$ cat src/rtl/vga_fb_rect_fill.sv
// Rectangle fill engine for the 40x30 character-cell VGA framebuffer.
// Sweeps a latched rectangle row-major, one framebuffer write per clock.
module vga_fb_rect_fill #(
  parameter int COLS  = 40,
  parameter int ROWS  = 30,
  parameter int COL_W = 6,
  parameter int ROW_W = 5
) (
  input  logic                     i_clk,
  input  logic                     i_rst,
  input  logic                     i_start,
  input  logic                     i_abort,
  input  logic [COL_W-1:0]         i_x0,
  input  logic [ROW_W-1:0]         i_y0,
  input  logic [COL_W-1:0]         i_x1,
  input  logic [ROW_W-1:0]         i_y1,
  input  logic [7:0]               i_color,
  output logic [ROW_W+COL_W-1:0]   o_wa,
  output logic [7:0]               o_wd,
  output logic                     o_we,
  output logic                     o_busy,
  output logic                     o_done,
  output logic                     o_err
);

  localparam logic [COL_W-1:0] MAX_COL = COL_W'(COLS - 1);
  localparam logic [ROW_W-1:0] MAX_ROW = ROW_W'(ROWS - 1);

  typedef enum logic [1:0] {
    S_IDLE,
    S_FILL,
    S_FINISH
  } state_t;

  state_t                   r_state;
  logic [COL_W-1:0]         r_col;
  logic [ROW_W-1:0]         r_row;
  logic [COL_W-1:0]         r_x0;
  logic [COL_W-1:0]         r_x1;
  logic [ROW_W-1:0]         r_y1;
  logic [7:0]               r_color;
  logic [ROW_W+COL_W-1:0]   r_wa;
  logic [7:0]               r_wd;
  logic                     r_we;
  logic                     r_busy;
  logic                     r_done;
  logic                     r_err;

  logic w_cmd_valid;
  logic w_last_col;
  logic w_last_cell;

  // Bounds check against the visible area so off-screen columns 40..63 are never written.
  assign w_cmd_valid = (i_x0 <= i_x1) && (i_y0 <= i_y1) &&
                       (i_x1 <= MAX_COL) && (i_y1 <= MAX_ROW);
  assign w_last_col  = (r_col == r_x1);
  assign w_last_cell = w_last_col && (r_row == r_y1);

  always_ff @(posedge i_clk) begin
    if (i_rst) begin
      r_state <= S_IDLE;
      r_col   <= '0;
      r_row   <= '0;
      r_x0    <= '0;
      r_x1    <= '0;
      r_y1    <= '0;
      r_color <= '0;
      r_wa    <= '0;
      r_wd    <= '0;
      r_we    <= 1'b0;
      r_busy  <= 1'b0;
      r_done  <= 1'b0;
      r_err   <= 1'b0;
    end else begin
      r_done <= 1'b0;
      r_err  <= 1'b0;
      case (r_state)
        S_IDLE: begin
          r_we   <= 1'b0;
          r_busy <= 1'b0;
          if (i_start) begin
            if (w_cmd_valid) begin
              r_x0    <= i_x0;
              r_x1    <= i_x1;
              r_y1    <= i_y1;
              r_color <= i_color;
              r_col   <= i_x0;
              r_row   <= i_y0;
              r_state <= S_FILL;
            end else begin
              r_err <= 1'b1;
            end
          end
        end

        S_FILL: begin
          // The write already on the port completes at this edge even when aborting.
          if (i_abort) begin
            r_we    <= 1'b0;
            r_busy  <= 1'b0;
            r_state <= S_IDLE;
          end else begin
            r_we   <= 1'b1;
            r_busy <= 1'b1;
            r_wa   <= {r_row, r_col};
            r_wd   <= r_color;
            if (w_last_cell) begin
              r_state <= S_FINISH;
            end else if (w_last_col) begin
              r_col <= r_x0;
              r_row <= r_row + 1'b1;
            end else begin
              r_col <= r_col + 1'b1;
            end
          end
        end

        S_FINISH: begin
          r_we    <= 1'b0;
          r_busy  <= 1'b0;
          r_done  <= 1'b1;
          r_state <= S_IDLE;
        end

        default: begin
          r_we    <= 1'b0;
          r_busy  <= 1'b0;
          r_state <= S_IDLE;
        end
      endcase
    end
  end

  assign o_wa   = r_wa;
  assign o_wd   = r_wd;
  assign o_we   = r_we;
  assign o_busy = r_busy;
  assign o_done = r_done;
  assign o_err  = r_err;

endmodule

$ cat config.mk
export PLATFORM = sky130hd
export DESIGN_NAME = vga_fb_rect_fill
export DESIGN_NICKNAME = d
export VERILOG_FILES = /design/src/rtl/vga_fb_rect_fill.sv
export SDC_FILE = /design/constraint.sdc
export NUM_CORES = 1
export LEC_CHECK = 0
export ABC_AREA = 1
export CAP_MARGIN = 30
export CORE_MARGIN = 8
export CORE_UTILIZATION = 24
export DETAILED_ROUTE_END_ITERATION = 6
export RECOVER_POWER = 100
export SYNTH_ARGS = -nofsm -noshare
export SYNTH_HDL_FRONTEND = slang
export SYNTH_SLANG_ARGS = --single-unit
$ cat constraint.sdc
create_clock -name i_clk -period 2.7 [get_ports i_clk]
set_input_delay 0.675 -clock i_clk [delete_from_list [all_inputs] [get_ports i_clk]]
set_output_delay 0.675 -clock i_clk [all_outputs]
set_load 0.01 [all_outputs]
==> reports/metrics.csv <==
metric,value,unit
hold_viol,0,
wl_per_cell,12.53,um
rsz0062_at_grt,no,
grt_antenna_before_repair,0,
cts_buffer_depth,2,
start_util,0.2460,
synth-compound-area-share,0.1628,
synth_top_family_by_area,simple AND/OR/NAND/NOR gates,
gp_congestion,0.8240,
grtUsageTotal,0.1053,
die_x,127.2,um
path_buf_inv,3,
hold_buffers,0,
synthAdderAreaFrac,0.05483,
vias,2851,
finalSetupTns,0,ns
yosys_register_bits,60,
syn_avg_cell_area,6.948,sq um
nets,535,
path_cells,dlygate4sd3_1 > inv_1 > ha_1 > nand2_1 > nor2_1 > nand2_1 > nand3_1 > nand2_1 > buf_4 > nand4_1 > nand2_1 > nand2_2 > nand2_1 > nand2_1 > nor2_1,
run_status,"finished, final reports clean",
clock-skew-final,0.006803,ns
tightest_slew,0.7541,ns
finalWirelength,8283,um
grt_pass1_wl,13420,um
relSlewSlack,0.4972,
cts_tree,yes,
cpPeakStageDelay,0.57,ns
fmax,408.9,MHz
drt_first_iter_violations,147,
synth_area_leaders,"dfxtp_1 (40%), nand2_1 (11%), nor2_1 (8.7%)",
fillers,1309,
ir_drop,0.2689,mV
h-tree-depth,3,
yosys.area.top_type,dfxtp_1,
cp-start-kind,input port,
top_layer,met4,
wl_met2,3910,um
crit_required,2.91,ns
layout_worst_path_cycle_share,0.9058,
io_pins,57,
dpl.hpwl,6364,um
synth_mux_area_frac,0,
postPlaceCellArea,3759,sq um
synth_xor_area_frac,0.02657,
slowest_stage,dlygate4sd3_1,
crit_fanout,10,
vias_per_cell,4.313,
cts-root-buf,clkbuf_16,
die_h,127.2,um
syn_to_final_growth,36.02,%
max_cap_violations,0,
met1_length,3723,um
setup_viol,0,
grt_remaining_overflow,0,
drive_above_1_share,0.07911,
synth_area,2967,sq um
final_common_cell,nand2_1,
grt_max_degree,40,
rows,40,
cp-end-kind,flip-flop,
core,12060,sq um
n_antenna_cell,0,
path_class,input port to flip-flop,
numCtsBuffers,9,
die_area,16170,sq um
mostFrequentLayoutCells,"nand2_1 (86), nor2_1 (69), dfxtp_1 (60), o21ai_0 (48), inv_1 (46)",
clkLatencyLatePin,0.33,ns
layout_min_cycle_time,2.446,ns
yosys_warnings,0,
leakage,0.001855,uW
finalMaxSlewViolations,0,
seq_area_frac_synth,0.4049,
cts.sinks,60,
ant_nets,0,
design_area,4035,sq um
synth_simple_gate_area_share,0.2514,
cp_top_family,simple AND/OR/NAND/NOR gates,
first_pass_iters,4,
dr_wl_met3,548,um
drc,0,
grt_pass1_vias,2743,
cts_resized,0,
min_path_type,flip-flop to flip-flop,
worstPathArrival,2.66,ns
syn-num-nets,474,
netlist_instances,427,
portBuffers,56,
crit_top_cell,nand2_1,
post_cts_buffers,0,
clk_pin_slew,0.05,ns
power_density,635.2,nW/um^2
yosysUniqueCellTypes,25,
yosysTopAreaCellShare,0.4049,
[cell families (layout without fill, tap and decap cells)]
group / after synthesis / in the layout
flops: 60 / 60
compound gates: 93 / 93
buf+inv: 70 / 136
fa+ha+maj: 13 / 13
xor+xnor: 9 / 9
simple gates: 182 / 182
[final timing paths]
kind | slack [ns] | to | startpoint | cells past startpoint
max reg2reg | 0.71 | r_row[0] | r_state[0] | 10
min reg2reg | 0.46 | r_x0[5] | r_x0[5] | 2
max | 0.25 | r_row[0] | i_x1[5] | 15
min | 0.46 | r_x0[5] | r_x0[5] | 2
[through the flow]
step	power [uW]	util	cells	hold WS (ns)	setup slack (ns)
6_report	2563	0.3345	661	0.4612	0.2544
5_1_grt	2698	0.3345	661	0.4784	0.08899
4_1_cts	2595	0.3356	661	0.4592	0.3316
3_5_place_dp	1507	0.3116	645	0.4503	-0.008108
3_3_place_gp	1499	0.3116	645	0.4395	-0.006960
2_1_floorplan	1334	-	427	0.4212	0.7086
[state kept, by name (all words and copies together), names as in the netlist]
name and flops:
o_wd 8, r_y1 5, r_color 8, r_x1 6
o_busy 1, r_col 6, o_done 1, r_state 2
o_err 1, r_row 5, r_x0 6, o_wa 11
[worst reg2reg max path: stages (launching register included)]
cell and delay (ns):
dfxtp_1 0.35, nand2_1 0.28, inv_1 0.46, nand3_1 0.19, nand2_1 0.09, inv_1 0.04, nor2_1 0.12, nand2_2 0.13
nand2_1 0.08, nand2_1 0.05, nor2_1 0.13
[metal layers]
metal | up-vias | global-route usage
met1 | 1301 | 0.1213
met5 | - | 0
met3 | 9 | 0.03993
met4 | 0 | 0.03639
li1 | 1484 | -
met2 | 57 | 0.1752
[synthesized netlist by cell type]
cell,count
inv_2,4
buf_2,2
nand2_1,85
dfxtp_1,60
xnor2_1,5
o21ai_1,8
buf_4,4
nand4_1,1
a21oi_1,32
ha_1,13
o21bai_1,1
inv_1,46
nor2_4,1
buf_6,2
nor3_1,5
nand3_1,17
o21ai_2,2
xor2_1,4
clkinv_1,1
o21ai_0,47
o211ai_1,3
clkbuf_1,11
nand4_4,1
nand2_2,3
nor2_1,69
[cell type report]
type | instances | area [sq um] | area share
Multi-Input combinational cell | 297 | 1468 | 0.3637
Sequential cell | 60 | 1201 | 0.2977
Clock buffer | 11 | 252.7 | 0.06264
Inverter | 51 | 191.4 | 0.04744
Tap cell | 168 | 210.2 | 0.05209
Timing Repair Buffer | 69 | 675.6 | 0.1674
Clock inverter | 5 | 36.28 | 0.008992
[power by group]
part	internal, uW	total (uW)	switching [uW]
combinational	201	483	281
clock	670	1080	413
sequential	949	998	49.0
No activity file was read; power rests on OpenSTA's default activity.
